[src/rtl/rr_stage.sv]
// Register-read stage: operand resolution with EX/MEM forwarding, load-use bubbles, LM/SM micro-op expansion.
// Optional macro RR_HAZ_CNT_EN adds a saturating load-use bubble counter on haz_cnt.
module rr_stage #(
    parameter int W    = 16,
    parameter int NREG = 8
) (
    input  logic                     clk,
    input  logic                     reset,
    input  logic                     in_valid,
    input  logic [W-1:0]             in_instr,
    input  logic [W-1:0]             in_pc,
    input  logic                     flush,
    input  logic                     ex_hold,
    output logic [$clog2(NREG)-1:0]  rf_addr_a,
    output logic [$clog2(NREG)-1:0]  rf_addr_b,
    input  logic [W-1:0]             rf_data_a,
    input  logic [W-1:0]             rf_data_b,
    input  logic                     ex_wr_en,
    input  logic [$clog2(NREG)-1:0]  ex_wr_addr,
    input  logic [W-1:0]             ex_wr_data,
    input  logic                     ex_is_load,
    input  logic                     mem_wr_en,
    input  logic [$clog2(NREG)-1:0]  mem_wr_addr,
    input  logic [W-1:0]             mem_wr_data,
    output logic                     stall_up,
    output logic                     out_valid,
    output logic [W-1:0]             out_instr,
    output logic [W-1:0]             out_pc,
    output logic [W-1:0]             out_opa,
    output logic [W-1:0]             out_opb,
    output logic [$clog2(NREG)-1:0]  out_dest
`ifdef RR_HAZ_CNT_EN
    ,
    output logic [15:0]              haz_cnt
`endif
);

    localparam int RW = $clog2(NREG);
    localparam logic [RW-1:0] PC_REG = RW'(NREG - 1);

    localparam logic [3:0] OP_ADD = 4'b0000;
    localparam logic [3:0] OP_ADI = 4'b0001;
    localparam logic [3:0] OP_NDU = 4'b0010;
    localparam logic [3:0] OP_LHI = 4'b0011;
    localparam logic [3:0] OP_LW  = 4'b0100;
    localparam logic [3:0] OP_SW  = 4'b0101;
    localparam logic [3:0] OP_LM  = 4'b0110;
    localparam logic [3:0] OP_SM  = 4'b0111;
    localparam logic [3:0] OP_JAL = 4'b1000;
    localparam logic [3:0] OP_JLR = 4'b1001;
    localparam logic [3:0] OP_BEQ = 4'b1100;

    localparam logic [0:0] S_IDLE  = 1'b0;
    localparam logic [0:0] S_MULTI = 1'b1;

    logic [0:0]      state;
    logic [NREG-1:0] mask_p1;
    logic [W-1:0]    base_p1;
    logic [RW:0]     k_p1;

    function automatic logic [W-1:0] resolve(
        input logic [RW-1:0] s,
        input logic [W-1:0]  rf_val,
        input logic [W-1:0]  pc,
        input logic          exen,
        input logic [RW-1:0] exaddr,
        input logic [W-1:0]  exdata,
        input logic          exld,
        input logic          memen,
        input logic [RW-1:0] memaddr,
        input logic [W-1:0]  memdata
    );
        if (s == PC_REG)                          resolve = pc;
        else if (exen && exaddr == s && !exld)    resolve = exdata;
        else if (memen && memaddr == s)           resolve = memdata;
        else                                      resolve = rf_val;
    endfunction

    function automatic logic [RW-1:0] lowest_set(input logic [NREG-1:0] m);
        lowest_set = '0;
        for (int i = NREG - 1; i >= 0; i--)
            if (m[i]) lowest_set = RW'(i);
    endfunction

    function automatic logic [RW-1:0] dest_of(
        input logic [3:0] op,
        input logic [RW-1:0] a,
        input logic [RW-1:0] b,
        input logic [RW-1:0] c
    );
        case (op)
            OP_ADD, OP_NDU:                 dest_of = c;
            OP_ADI:                         dest_of = b;
            OP_LHI, OP_LW, OP_JAL, OP_JLR:  dest_of = a;
            default:                        dest_of = '0;
        endcase
    endfunction

    logic [3:0]      op;
    logic [RW-1:0]   ra, rb, rc;
    logic [NREG-1:0] imm, cur_mask, rest_mask;
    logic [RW-1:0]   bit_i;
    logic            multi, is_lmsm, is_sm, imm_nz, lmsm_go, sm_uop, more;
    logic            use_a, use_b, cur_valid, hazard;
    logic [W-1:0]    res_a, res_b;

    assign op        = in_instr[15:12];
    assign ra        = in_instr[11:9];
    assign rb        = in_instr[8:6];
    assign rc        = in_instr[5:3];
    assign imm       = in_instr[NREG-1:0];
    assign multi     = (state == S_MULTI);
    assign is_lmsm   = (op == OP_LM) || (op == OP_SM);
    assign is_sm     = (op == OP_SM);
    assign imm_nz    = (imm != '0);
    assign cur_mask  = multi ? mask_p1 : imm;
    assign bit_i     = lowest_set(cur_mask);
    // Clearing the lowest set bit leaves the registers still to be transferred.
    assign rest_mask = cur_mask & (cur_mask - NREG'(1));
    assign lmsm_go   = multi || (in_valid && is_lmsm && imm_nz);
    assign sm_uop    = is_sm && lmsm_go;
    assign more      = lmsm_go && (rest_mask != '0);
    assign cur_valid = in_valid || multi;

    assign rf_addr_a = ra;
    assign rf_addr_b = sm_uop ? bit_i : rb;

    assign res_a = resolve(ra, rf_data_a, in_pc, ex_wr_en, ex_wr_addr, ex_wr_data,
                           ex_is_load, mem_wr_en, mem_wr_addr, mem_wr_data);
    assign res_b = resolve(rf_addr_b, rf_data_b, in_pc, ex_wr_en, ex_wr_addr, ex_wr_data,
                           ex_is_load, mem_wr_en, mem_wr_addr, mem_wr_data);

    // Base register is read only on the first micro-op of a multiple transfer.
    always_comb begin
        use_a = 1'b0;
        use_b = 1'b0;
        if (multi) begin
            use_b = is_sm;
        end else begin
            case (op)
                OP_ADD, OP_NDU, OP_SW, OP_BEQ: begin use_a = 1'b1; use_b = 1'b1; end
                OP_ADI:                        use_a = 1'b1;
                OP_LW, OP_JLR:                 use_b = 1'b1;
                OP_LM:                         use_a = imm_nz;
                OP_SM:                         begin use_a = imm_nz; use_b = imm_nz; end
                default:                       ;
            endcase
        end
    end

    assign hazard = cur_valid && ex_wr_en && ex_is_load &&
                    ((use_a && ra != PC_REG && ex_wr_addr == ra) ||
                     (use_b && rf_addr_b != PC_REG && ex_wr_addr == rf_addr_b));

    assign stall_up = !reset && !flush && (ex_hold || hazard || more);

    // RR/EX pipeline register boundary
    always_ff @(posedge clk) begin
        if (reset) begin
            out_valid <= 1'b0;
            out_instr <= '0;
            out_pc    <= '0;
            out_opa   <= '0;
            out_opb   <= '0;
            out_dest  <= '0;
            state     <= S_IDLE;
            mask_p1   <= '0;
            base_p1   <= '0;
            k_p1      <= '0;
        end else if (flush) begin
            out_valid <= 1'b0;
            state     <= S_IDLE;
            mask_p1   <= '0;
        end else if (ex_hold) begin
            out_valid <= out_valid;
        end else if (hazard) begin
            out_valid <= 1'b0;
        end else if (lmsm_go) begin
            out_valid <= 1'b1;
            out_dest  <= bit_i;
            out_opb   <= res_b;
            mask_p1   <= rest_mask;
            state     <= (rest_mask != '0) ? S_MULTI : S_IDLE;
            if (multi) begin
                out_opa <= base_p1 + W'(k_p1);
                k_p1    <= k_p1 + (RW+1)'(1);
            end else begin
                base_p1   <= res_a;
                out_opa   <= res_a;
                out_instr <= in_instr;
                out_pc    <= in_pc;
                k_p1      <= (RW+1)'(1);
            end
        end else if (in_valid && is_lmsm) begin
            out_valid <= 1'b0;
        end else begin
            out_valid <= in_valid;
            out_instr <= in_instr;
            out_pc    <= in_pc;
            out_opa   <= res_a;
            out_opb   <= res_b;
            out_dest  <= dest_of(op, ra, rb, rc);
        end
    end

`ifdef RR_HAZ_CNT_EN
    always_ff @(posedge clk) begin
        if (reset)
            haz_cnt <= '0;
        else if (!flush && !ex_hold && hazard && haz_cnt != 16'hFFFF)
            haz_cnt <= haz_cnt + 16'd1;
    end
`endif

endmodule
[config.mk]
export PLATFORM = sky130hd
export DESIGN_NAME = rr_stage
export DESIGN_NICKNAME = d
export VERILOG_FILES = /design/src/rtl/rr_stage.sv
export SDC_FILE = /design/constraint.sdc
export NUM_CORES = 1
export LEC_CHECK = 0
export ABC_AREA = 1
export CORE_UTILIZATION = 55
export CTS_CLUSTER_DIAMETER = 80
export DETAILED_ROUTE_END_ITERATION = 6
export DONT_BUFFER_PORTS = 1
export PLACE_DENSITY = 0.82
export SKIP_LAST_GASP = 1
export SYNTH_ARGS = -nofsm -noshare
export SYNTH_HDL_FRONTEND = slang
export SYNTH_SLANG_ARGS = --single-unit
[constraint.sdc]
create_clock -name clk -period 2.8 [get_ports clk]
set_input_delay 0.42 -clock clk [delete_from_list [all_inputs] [get_ports clk]]
set_output_delay 0.42 -clock clk [all_outputs]
set_load 0.005 [all_outputs]
==> out/results.md, run 1 <==
* finished with violations — run status
* design-rule violations — violated checks
* 363 x sky130_fd_sc_hd__nand2_1, 181 x sky130_fd_sc_hd__nor2_1, 132 x sky130_fd_sc_hd__inv_1, 95 x sky130_fd_sc_hd__dfxtp_1, 56 x sky130_fd_sc_hd__nand3_1 — most frequent cells in the layout
* 0.176 — proportion of power drawn by combinational gates
* out_opa[10]$_SDFFE_PP0P_ — sink of the worst hold path
* 0 — asr flop ratio synth
* multi$_SDFFE_PN0P_ — source of the worst register-to-register timing path
* sky130_fd_sc_hd__clkbuf_16 — master cell of the clock root buffer
* 0.117 — ratio of cells with drive above 1 in the final layout
* 96 — count of state elements after synthesis
* 1231 — final-stage net count
* 0 — total of buffers placed on input and output ports
* 1083 — Filler cells
* 0 — count of max-cap constraint violations
* 8 — post-route DRC violation count
* 2.31 ns — arrival time at the worst endpoint
* 0.35 ns — clock latency reported for the late side of the worst-skew pair
* 185 — I/O pins
* 111 um — height of the die
* out_instr[1]$_SDFFE_PP0P_ — reg-to-reg critical path endpoint
* built — clock tree from TritonCTS
* 3 — buffers plus inverters on the worst setup path
* 0.548 — Max transition margin
* 39 — Cell Rows
* sky130_fd_sc_hd__nand2_1 — commonest non-fill, non-tap cell in the layout
* 3.63 nW — static leakage
* 6810 — number of vias after detailed routing
* 0.00899 ns — final clock skew
* sky130_fd_sc_hd__dfxtp_1 — Top FF cell, synth
* 0 — n_diodes
* 111 um — Horiz. Die Dim
* 0.0124 mm2 — Die ar.
* 6274 — via count of the first global-routing pass
* 0.37 ns — critical path's largest stage delay
* 0.00396 mm2 — footprint of the multi-input gates
* 0 — Ys Warns
* simple AND/OR/NAND/NOR gates — delay-heaviest family, CP
* 5.39 — Avg Vias per Cell
* 2.38 ns — required time of the worst setup path
* 2 — maximum clock insertion buffer count
* 0.412 — portion of total power attributed to the clock network
* sky130_fd_sc_hd__dfxtp_1 — cell type with the highest aggregate area in the netlist
* 1121 — number of instances in the synthesized netlist
* 0 — number of antenna violations at the first check in global routing
* 11.2% — synthesis-to-finish area growth
* 0 ns — Total Neg Setup Slack
* 0.676 ns — Worst-Margin Slew
* 2.73 ns — shortest clock period the worst path allows after layout
* 0 — final number of hold-violating endpoints
* 1 — worst hold path stage count
* buf_12 > nor2_4 > inv_2 > nand2_4 > nand2_2 > nor2_4 > nand2_2 > nand2_4 > nand2_4 > nand2_2 > nand2_2 > nor2_4 > nand3_2 > nand2_4 > a21oi_4 > nand2_1 > nand2_2 > inv_2 — cell breakdown of the critical path
* 501 mW/mm2 — cell area power density
* 0.00657 mm2 — synthesized area
* 0.976 — final cycle utilization of the critical path
* 16.0 um — detail-routed net length per standard cell
* 19 — worst reg2reg path depth
* 0.989 — global placement routability congestion
* sky130_fd_sc_hd__dfxtp_1 29%, sky130_fd_sc_hd__nand2_1 21%, sky130_fd_sc_hd__nor2_1 11%, sky130_fd_sc_hd__inv_1 7.7%, sky130_fd_sc_hd__nand3_1 4.3% — biggest area contributors in the synthesized netlist
* 7 — DRT Pass-1 Iters
* 1237 — net count of the mapped netlist
* 0 — number of enable flip-flop cells after synthesis
* 0.000308 V — worst IR drop on VDD
* output pin — endpoint class of the critical path
* 0.366 GHz — maximum clock frequency
* 0.325 — global-route usage over all layers
* 0 — max-slew violation total from the final report
* register — crit path launch type
* 20200 um — wire length reported by the detailed router
* 655 — DRT iter0 DRCs
* 0.00260 W — internal power consumption
* 0.292 — sequential area share after synthesis
* 0 — setup-violating endpoint count in the final report
* 3 — H-tree levels
* 32100 um — wire length of the first global-routing pass
* 0.00106 W — switching power
* 14900 um — sum of net half-perimeters after detailed placement
* 0.07 ns — clock-pin slew on the worst setup and hold paths
* 0.126 ns — tightest hold margin
* 0.0115 mm2 — Core Area
* 96 — clock sink total
* 5.86 um2 — mean cell area of the mapped netlist
* 0.412 — sequential share of power
* 0 — GR Overflow Total
* 0.571 — effective utilization at floorplan
* reg2out — Critical Setup Path Class
* in2reg — class of the tightest hold or removal check
* 38 — pin count of the biggest net entering global routing
* 0.292 — fraction of synthesized cell area taken by the top area cell type
* 50 — number of distinct standard cells referenced by the synthesized netlist
* 9 — clock buffer count from CTS
* 0.15 ns — Worst R2R Setup Slack
* 0.00193 mm2 — area occupied by registers
* 0 — residual antenna-violating net count after detailed routing
* sky130_fd_sc_hd__nand2_2 — critical path's most frequent cell
* sky130_fd_sc_hd__dfxtp_4 — highest-delay cell along the critical path
* 7 — highest net fanout along the worst path
* reset — Hold Path Origin
* 0.288 — switching part of the total
-- cells in the mapped netlist, types with 6 or more instances --
master / number
sky130_fd_sc_hd__o21ai_0: 49
sky130_fd_sc_hd__a21oi_2: 12
sky130_fd_sc_hd__inv_1: 135
sky130_fd_sc_hd__or2_0: 10
sky130_fd_sc_hd__nand2_2: 13
sky130_fd_sc_hd__o21bai_1: 7
sky130_fd_sc_hd__buf_2: 13
sky130_fd_sc_hd__nand4_1: 19
sky130_fd_sc_hd__xor2_1: 6
sky130_fd_sc_hd__inv_2: 7
sky130_fd_sc_hd__o211ai_1: 8
sky130_fd_sc_hd__clkbuf_1: 28
sky130_fd_sc_hd__nor2_1: 185
sky130_fd_sc_hd__dfxtp_1: 96
sky130_fd_sc_hd__a31oi_1: 10
sky130_fd_sc_hd__nand3_1: 56
sky130_fd_sc_hd__a21oi_1: 22
sky130_fd_sc_hd__nand2_1: 376
-- flip-flops by register name (all words and copies together) (netlist names) --
| signal | count |
|---|---|
| out_instr | 16 |
| base_p1 | 16 |
| mask_p1 | 7 |
| out_opa | 16 |
| multi | 1 |
| out_pc | 16 |
| out_dest | 3 |
| k_p1 | 4 |
| out_opb | 16 |
| out_valid | 1 |
-- timing repair --
action / in CTS / in global routing
pin swaps: 4 / 18
gates resized for setup: 8 / 39
gates cloned: 1 / 0
buffers inserted: 3 / 4
hold buffers: 0 / 0
endpoints found under the setup margin: 1 / 2
-- metal layers --
metal | wire (um) | part of all wire | global-route usage | vias to the layer above
li1 | - | - | - | 3452
met2 | 8970 | 0.44 | 0.519 | 352
met5 | 0 | 0 | 0 | -
met4 | 522 | 0.026 | 0.122 | 0
met3 | 2170 | 0.11 | 0.0804 | 40
met1 | 8510 | 0.42 | 0.424 | 2966
-- area by class of cell --
cell class / instances / share of cell area
Clock buffer: 11 / 0.0346
Clock inverter: 5 / 0.0151
Inverter: 143 / 0.0741
Multi-Input combinational cell: 829 / 0.542
Sequential cell: 96 / 0.264
Tap cell: 143 / 0.0245
Timing Repair Buffer: 36 / 0.0461
-- cell families after synthesis --
group	share of synthesized area
mux	0.00152
buf+inv	0.125
simple gates	0.449
fa+ha+maj	0.0126
xor+xnor	0.00933
compound gates	0.111
flops	0.292
-- power groups by stage --
stage / sequential (W) / combinational, W / clock [W]
after global placement: 0.00154 / 0.000595 / 0
after CTS: 0.00151 / 0.000613 / 0.00153
after detailed placement: 0.00154 / 0.000602 / 0
after floorplan: 0.00152 / 0.000473 / 0
final: 0.00151 / 0.000645 / 0.00151
after global routing: 0.00151 / 0.000728 / 0.00158
-- per-stage QoR --
| stage | util | area, um2 | setup WS, ns | std cells | power (W) |
|---|---|---|---|---|---|
| 3_5_place_dp | 0.585 | 6730 | 0.140 | 1239 | 0.00214 |
| 2_1_floorplan | - | 6570 | 0.492 | 1121 | 0.00199 |
| 3_3_place_gp | 0.585 | 6730 | 0.101 | 1239 | 0.00213 |
| 6_report | 0.635 | 7310 | 0.0683 | 1263 | 0.00366 |
| 5_1_grt | 0.635 | 7310 | -0.0454 | 1263 | 0.00382 |
| 4_1_cts | 0.620 | 7150 | 0.00286 | 1259 | 0.00365 |
-- how the worst max path moves through the flow --
stage,from,end,slack [ns],cells after the start
global route,multi$_SDFFE_PN0P_,stall_up,-0.05,19
finish,multi$_SDFFE_PN0P_,stall_up,0.07,18
floorplan,k_p1[0]$_SDFFE_PP0P_,out_opa[14]$_SDFFE_PP0P_,0.49,14
CTS,multi$_SDFFE_PN0P_,stall_up,0.003,19
global placement,multi$_SDFFE_PN0P_,out_instr[1]$_SDFFE_PP0P_,0.10,19
detailed placement,multi$_SDFFE_PN0P_,out_instr[1]$_SDFFE_PP0P_,0.14,19
(Power assumes the default switching activity.)
==> run 2, diff against run 1 <==
--- a/config.mk
+++ b/config.mk
@@ -6,11 +6,10 @@
 export NUM_CORES = 1
 export LEC_CHECK = 0
 export ABC_AREA = 1
-export CORE_UTILIZATION = 55
+export CORE_UTILIZATION = 49
 export CTS_CLUSTER_DIAMETER = 80
 export DETAILED_ROUTE_END_ITERATION = 6
-export DONT_BUFFER_PORTS = 1
-export PLACE_DENSITY = 0.82
+export PLACE_DENSITY = 0.94
 export SKIP_LAST_GASP = 1
 export SYNTH_ARGS = -nofsm -noshare
 export SYNTH_HDL_FRONTEND = slang
==> out/results.md, run 2 (synthesis gave the netlist of run 1 again) <==
* 3 — highest net fanout along the worst path, -4
* 185 — I/O pins, unchanged
* 118 um — Horiz. Die Dim, +5.8%
* 7 — DRT Pass-1 Iters, unchanged
* -0.0814 ns — smallest setup slack after layout, -0.150 ns
* 52.7% — synthesis-to-finish area growth
* 2 — worst hold path stage count, +1
* 0.296 — proportion of power drawn by combinational gates, +0.120
* 0 — count of hold-fix buffers inserted at cts, unchanged
* multi$_SDFFE_PN0P_ — source of the worst register-to-register timing path
* 5.44 — Avg Vias per Cell, +0.97%
* 2.46 ns — arrival time at the worst endpoint, +0.15 ns
* 0.47 ns — critical path's largest stage delay, +0.10 ns
* in_instr[12] — startpoint of the most critical setup path
* 0.520 ns — Worst-Margin Slew, -0.157 ns
* reg2reg — class of the tightest hold or removal check
* 0.0100 mm2 — post-route cell area, +37%
* sky130_fd_sc_hd__clkdlybuf4s50_1 — highest-delay cell along the critical path
* 0.468 ns — tightest hold margin, +0.342 ns
* input pin — crit path launch type
* design-rule violations, negative setup slack — violated checks
* 0 — final number of hold-violating endpoints, unchanged
* out_opb[15]$_SDFFE_PP0P_ — reg-to-reg critical path endpoint
* 0.330 — portion of total power attributed to the clock network, -0.082
* 0.164 — ratio of cells with drive above 1 in the final layout, +0.0467
* 7 — setup-violating endpoint count in the final report, +7
* 118 um — height of the die, +5.8%
* 23 — worst reg2reg path depth, +4
* 0.06 ns — clock-pin slew on the worst setup and hold paths, about the same
* 0.345 — global-route usage over all layers, +0.0203
* 4 — buffers plus inverters on the worst setup path, +1
* 1127 — DRT iter0 DRCs, +72%
* 4.80 nW — static leakage, +32%
* 96 — clock sink total, unchanged
* 37 — pin count of the biggest net entering global routing, -2.6%
* finished with violations — run status
* 0.000336 V — worst IR drop on VDD, +9.1%
* 0.00921 mm2 — Cell Area, Placed, +37%
* 21 — post-route DRC violation count, +13
* 8526 — number of vias after detailed routing, +25%
* 0.512 — effective utilization at floorplan, -0.0582
* 17500 um — sum of net half-perimeters after detailed placement, +18%
* 9 — clock buffer count from CTS, unchanged
* out_opa[6]$_SDFFE_PP0P_ — Hold Path Origin
* 1.03 — final cycle utilization of the critical path, +0.0535
* 1566 — final instance count without filler cells, +24%
* 0.36 ns — clock latency reported for the late side of the worst-skew pair, about the same
* sky130_fd_sc_hd__nand2_1 — commonest non-fill, non-tap cell in the layout
* 0.653 — Max transition margin, +0.105
* simple AND/OR/NAND/NOR gates — delay-heaviest family, CP
* 877 — Filler cells, -19%
* 7758 — via count of the first global-routing pass, +24%
* -0.282 ns — Total Neg Setup Slack, -0.282 ns
* 0.296 — switching part of the total, +0.00715
* 0 — GR Overflow Total, unchanged
* 2.38 ns — required time of the worst setup path, about the same
* in2out — Critical Setup Path Class
* 0.00118 W — switching power, +12%
* 0.373 — sequential share of power, -0.039
* 184 — total of buffers placed on input and output ports, +184
* 0 — count of max-cap constraint violations, unchanged
* 2.88 ns — shortest clock period the worst path allows after layout, +0.150 ns
* yes — RSZ-0062 raised after global routing
* 1.00 — global placement routability congestion, +1.4%
* 26000 um — wire length reported by the detailed router, +29%
* 0.00398 W — Power, Total, +8.9%
* output pin — endpoint class of the critical path
* clkdlybuf4s50_1 > nand2_1 > nor2_2 > inv_2 > a21oi_2 > nand2_2 > nand2_2 > nand2_2 > nand2_2 > nand2_2 > nor2_4 > nand3_2 > nand2_2 > a21oi_4 > nand2_1 > nand2_2 > inv_2 > buf_6 — cell breakdown of the critical path
* 1520 — number of cells after detailed placement, +23%
* 0.0139 mm2 — Die ar., +12%
* 358 x sky130_fd_sc_hd__nand2_1, 179 x sky130_fd_sc_hd__nor2_1, 171 x sky130_fd_sc_hd__clkdlybuf4s50_1, 131 x sky130_fd_sc_hd__inv_1, 102 x sky130_fd_sc_hd__buf_4 — most frequent cells in the layout
* 3 — H-tree levels, unchanged
* 1504 — final-stage net count, +22%
* sky130_fd_sc_hd__clkbuf_16 — master cell of the clock root buffer
* 0.0124 ns — final clock skew, +0.00344 ns
* sky130_fd_sc_hd__nand2_2 — critical path's most frequent cell
* 397 mW/mm2 — cell area power density, -21%
* 0.0128 mm2 — Core Area, +11%
* 0.347 GHz — maximum clock frequency, -5.2%
* built — clock tree from TritonCTS
* 0 — residual antenna-violating net count after detailed routing, unchanged
* -0.04 ns — Worst R2R Setup Slack, -0.19 ns
* 2 — maximum clock insertion buffer count, unchanged
* 38200 um — wire length of the first global-routing pass, +19%
* 0.00281 W — internal power consumption, +7.8%
* 0 — max-slew violation total from the final report, unchanged
* out_opa[6]$_SDFFE_PP0P_ — sink of the worst hold path
* 41 — Cell Rows, +5.1%
* 1 — number of antenna violations at the first check in global routing, +1
* 16.6 um — detail-routed net length per standard cell, +3.9%
==> run 2: changes by cell type in the layout (fill, tap and decap cells not counted), sizes merged <==
cell	delta
dlygate4sd2	+11
buf	+85
clkinv	+4
clkdlybuf4s50	+171
diode	+1
inv	-2
dlymetal6s2s	+1
bufinv	-1
clkbuf	+4
==> run 2: worst max path at each step <==
stage               slack (ns)                       end  depth (start not counted)
finish                   -0.08                  stall_up                         18
global route             -0.21                  stall_up                         18
CTS                     -0.008                  stall_up                         20
detailed placement       -0.54                  stall_up                         19
global placement         -0.47                  stall_up                         19
floorplan                 0.49  out_opa[14]$_SDFFE_PP0P_                         14
==> run 2: power groups by stage <==
stage | Combinational [W] | Sequential [W] | Clock (W)
floorplan | 0.000473 | 0.00152 | 0
global placement | 0.00104 | 0.00151 | 0
CTS | 0.00109 | 0.00149 | 0.00131
detailed placement | 0.00105 | 0.00152 | 0
global route | 0.00127 | 0.00150 | 0.00139
finish | 0.00118 | 0.00149 | 0.00132
==> run 2: per-layer routing <==
metal	share of wire	routed length, um	up-vias	track usage
li1	-	-	3998	-
met1	0.37	9530	3732	0.426
met2	0.45	11600	622	0.554
met3	0.12	3010	174	0.0601
met4	0.070	1830	0	0.222
met5	0	0	-	0
==> run 2: layout make-up <==
| cell class | instances | area, um2 | share of cell area |
|---|---|---|---|
| multi-input cells | 829 | 3980 | 0.397 |
| repair buffers | 309 | 3050 | 0.304 |
| flip-flops and latches | 96 | 1930 | 0.192 |
| inverters | 143 | 544 | 0.0542 |
| clock buffers | 10 | 229 | 0.0228 |
| well taps | 172 | 215 | 0.0214 |
| clock inverters | 6 | 83.8 | 0.00835 |
| diodes | 1 | 2.50 | 0.000249 |
==> run 2: tightest hold or removal path: stages, from the launching register on <==
cell,delay (ns)
sky130_fd_sc_hd__dfxtp_1,0.31
sky130_fd_sc_hd__nand2_1,0.06
sky130_fd_sc_hd__a21oi_1,0.05
==> run 2: repair_timing <==
| item | in CTS | in global routing |
|---|---|---|
| hold endpoints to repair | 0 | 0 |
| endpoints found under the setup margin | 4 | 71 |
| resized for setup | 38 | 36 |
| gates cloned | 1 | 6 |
| buffers inserted | 14 | 9 |
| pin swaps | 19 | 36 |
==> run 2: per-stage QoR <==
stage / util / setup WS (ns)
after floorplan: - / 0.492
after global placement: 0.718 / -0.474
after detailed placement: 0.718 / -0.544
after CTS: 0.756 / -0.00792
after global routing: 0.782 / -0.211
final: 0.782 / -0.0814
==> run 3, diff against run 2 <==
--- a/config.mk
+++ b/config.mk
@@ -6,10 +6,12 @@
 export NUM_CORES = 1
 export LEC_CHECK = 0
 export ABC_AREA = 1
+export CORE_ASPECT_RATIO = 1.25
 export CORE_UTILIZATION = 49
 export CTS_CLUSTER_DIAMETER = 80
 export DETAILED_ROUTE_END_ITERATION = 6
 export PLACE_DENSITY = 0.94
+export REMOVE_ABC_BUFFERS = 1
 export SKIP_LAST_GASP = 1
 export SYNTH_ARGS = -nofsm -noshare
 export SYNTH_HDL_FRONTEND = slang
==> out/results.md, run 3 (synthesis gave the netlist of run 1 again) <==
* finished with violations — run status
* negative setup slack — violated checks
* met2 — most used routing layer in global routing
* built — clock tree from TritonCTS
* 0 — max-slew violation total from the final report, unchanged
* 0.345 GHz — maximum clock frequency, -0.58%
* 911 — Filler cells, +3.9%
* 8245 — number of vias after detailed routing, -3.3%
* 0.00966 mm2 — post-route cell area, -3.7%
* 727 — DRT iter0 DRCs, -35%
* 0.143 — ratio of cells with drive above 1 in the final layout, -0.0202
* in2out — Critical Setup Path Class
* sky130_fd_sc_hd__clkbuf_16 — master cell of the clock root buffer
* output pin — endpoint class of the critical path
* -0.0982 ns — Total Neg Setup Slack, +0.183 ns
* 0.374 — fraction of met1 tracks used by global routing, -0.0524
* 0.657 — Max transition margin, +0.00403
* 0.00193 mm2 — area occupied by registers, about the same
* 0.0139 mm2 — Die ar., about the same
* 0.00380 W — Power, Total, -4.6%
* 7 — DRT Pass-1 Iters, unchanged
* 0 — final number of hold-violating endpoints, unchanged
* 2.38 ns — required time of the worst setup path, about the same
* 8122 — via count of the first global-routing pass, +4.7%
* 0 — n_diodes, -1
* 0 — number of antenna violations at the first check in global routing, -1
* 1 — setup-violating endpoint count in the final report, -6
* 1477 — final-stage net count, -1.8%
* sky130_fd_sc_hd__nand2_2 — critical path's most frequent cell
* sky130_fd_sc_hd__dlygate4sd2_1 — highest-delay cell along the critical path
* dlygate4sd2_1 > inv_2 > nand2_2 > nor2_2 > nand2_1 > nand2_2 > nand2_4 > nor2_4 > nand3_2 > nand3b_1 > nand2_2 > nand3_2 > nand2_2 > a21oi_2 > nand2_1 > nand2_2 > inv_1 > buf_2 — cell breakdown of the critical path
* 0 — count of max-cap constraint violations, unchanged
* 131 um — height of the die, +12%
* 2 — maximum clock insertion buffer count, unchanged
* reg2reg — class of the tightest hold or removal check
* 0.000277 V — worst IR drop on VDD, -17%
* input pin — crit path launch type
* 1.04 — final cycle utilization of the critical path, +0.00600
* 0.00426 ns — final clock skew, -0.00816 ns
* 0 — post-route DRC violation count, -100%
* 0.00918 mm2 — Cell Area, Placed, -0.33%
* 37900 um — wire length of the first global-routing pass, -0.65%
* 46 — Cell Rows, +12%
* 184 — total of buffers placed on input and output ports, unchanged
* 2.90 ns — shortest clock period the worst path allows after layout, +0.0168 ns
* 5.37 — Avg Vias per Cell, -1.3%
* 0.0129 mm2 — Core Area, +0.53%
* 106 um — Horiz. Die Dim, -10%
* 3 — H-tree levels, unchanged
* 360 x sky130_fd_sc_hd__nand2_1, 181 x sky130_fd_sc_hd__nor2_1, 170 x sky130_fd_sc_hd__clkdlybuf4s50_1, 132 x sky130_fd_sc_hd__inv_1, 94 x sky130_fd_sc_hd__dfxtp_1 — most frequent cells in the layout
* 3 — highest net fanout along the worst path, unchanged
* 0.344 — global-route usage over all layers, -0.00181
* 394 mW/mm2 — cell area power density, -0.87%
* 9 — clock buffer count from CTS, unchanged
* 0.00393 mm2 — footprint of the multi-input gates, -1.4%
* 30 — pin count of the biggest net entering global routing, -19%
* 185 — I/O pins, unchanged
* 0.06 ns — clock-pin slew on the worst setup and hold paths, about the same
* 0 — residual antenna-violating net count after detailed routing, unchanged
* 96 — clock sink total, unchanged
* 17100 um — sum of net half-perimeters after detailed placement, -2.4%
* yes — RSZ-0062 raised after global routing
* 0.508 ns — Worst-Margin Slew, -0.0117 ns
* 0 — GR Overflow Total, unchanged
* 0.0665 — met3 layer usage reported by global route, +0.00639
* 0.603 — GR met2 Demand/Resource, +0.0494
* 15.5 um — detail-routed net length per standard cell, -6.7%
* 23700 um — wire length reported by the detailed router, -8.6%
* 47.0% — synthesis-to-finish area growth
* 0.35 ns — clock latency reported for the late side of the worst-skew pair, about the same
* 0.27 ns — critical path's largest stage delay, -0.20 ns
* 0.510 — effective utilization at floorplan, -0.00269
* sky130_fd_sc_hd__nand2_1 — commonest non-fill, non-tap cell in the layout
* 2.48 ns — arrival time at the worst endpoint, +0.02 ns
* 4.63 nW — static leakage, -3.4%
* 0.953 — global placement routability congestion, -5.0%
* -0.0982 ns — smallest setup slack after layout, -0.0168 ns
==> run 3: per-stage QoR <==
step                      worst slack (ns)  hold WS (ns)   util  cells
after floorplan                     -0.903         0.452      -   1068
after global placement              -0.392         0.454  0.712   1506
after detailed placement            -0.501         0.467  0.712   1506
after CTS                           0.0388         0.470  0.748   1533
after global routing                -0.191         0.485  0.749   1534
final                              -0.0982         0.475  0.749   1534
==> run 3: where the power goes <==
group | internal (W) | switching (W) | total [W] | leakage (nW)
Sequential | 0.00144 | 0.0000470 | 0.00149 | 0.787
Combinational | 0.000544 | 0.000553 | 0.00110 | 3.71
Clock | 0.000675 | 0.000540 | 0.00122 | 0.139
Total | 0.00266 | 0.00114 | 0.00380 | 4.63
==> run 3: path summary, 6_finish.rpt <==
check / startpoint / end / slack, ns / depth (start not counted)
worst min register to register: out_opa[8]$_SDFFE_PP0P_ / out_opa[8]$_SDFFE_PP0P_ / 0.48 / 2
worst min-delay path: out_opa[8]$_SDFFE_PP0P_ / out_opa[8]$_SDFFE_PP0P_ / 0.48 / 2
worst max register to register: multi$_SDFFE_PN0P_ / out_opb[5]$_SDFFE_PP0P_ / 0.16 / 22
worst max-delay path: in_instr[15] / stall_up / -0.1 / 18
==> run 3: final cells by class <==
| type | count | share of cell area |
|---|---|---|
| tap | 168 | 0.0218 |
| timing repair buffer | 282 | 0.286 |
| clock buffer | 14 | 0.0284 |
| sequential | 96 | 0.199 |
| clock inverter | 2 | 0.00130 |
| multi-input combinational | 829 | 0.407 |
| inverter | 143 | 0.0558 |
==> run 3: what timing repair did <==
item                       4_1_cts  5_1_grt
setup endpoints to repair        4        7
gates resized for setup         48        7
hold buffers                     0        0
hold endpoints to repair         0        0
setup buffers                   10        1
pin swaps                       28        4
cloned                           1        0
==> run 3: critical path, delay by kind of cell <==
kind	cells	cell delay (ns)
buffers and inverters	4	0.51
AO/OA/AOI/OAI	1	0.16
AND/OR/NAND/NOR	13	1.37
==> run 3: routing by layer <==
layer  up-vias  share of wire
met2       501           0.49
met4         0          0.052
met3       108          0.087
li1       3949              -
met5         -              0
met1      3687           0.37
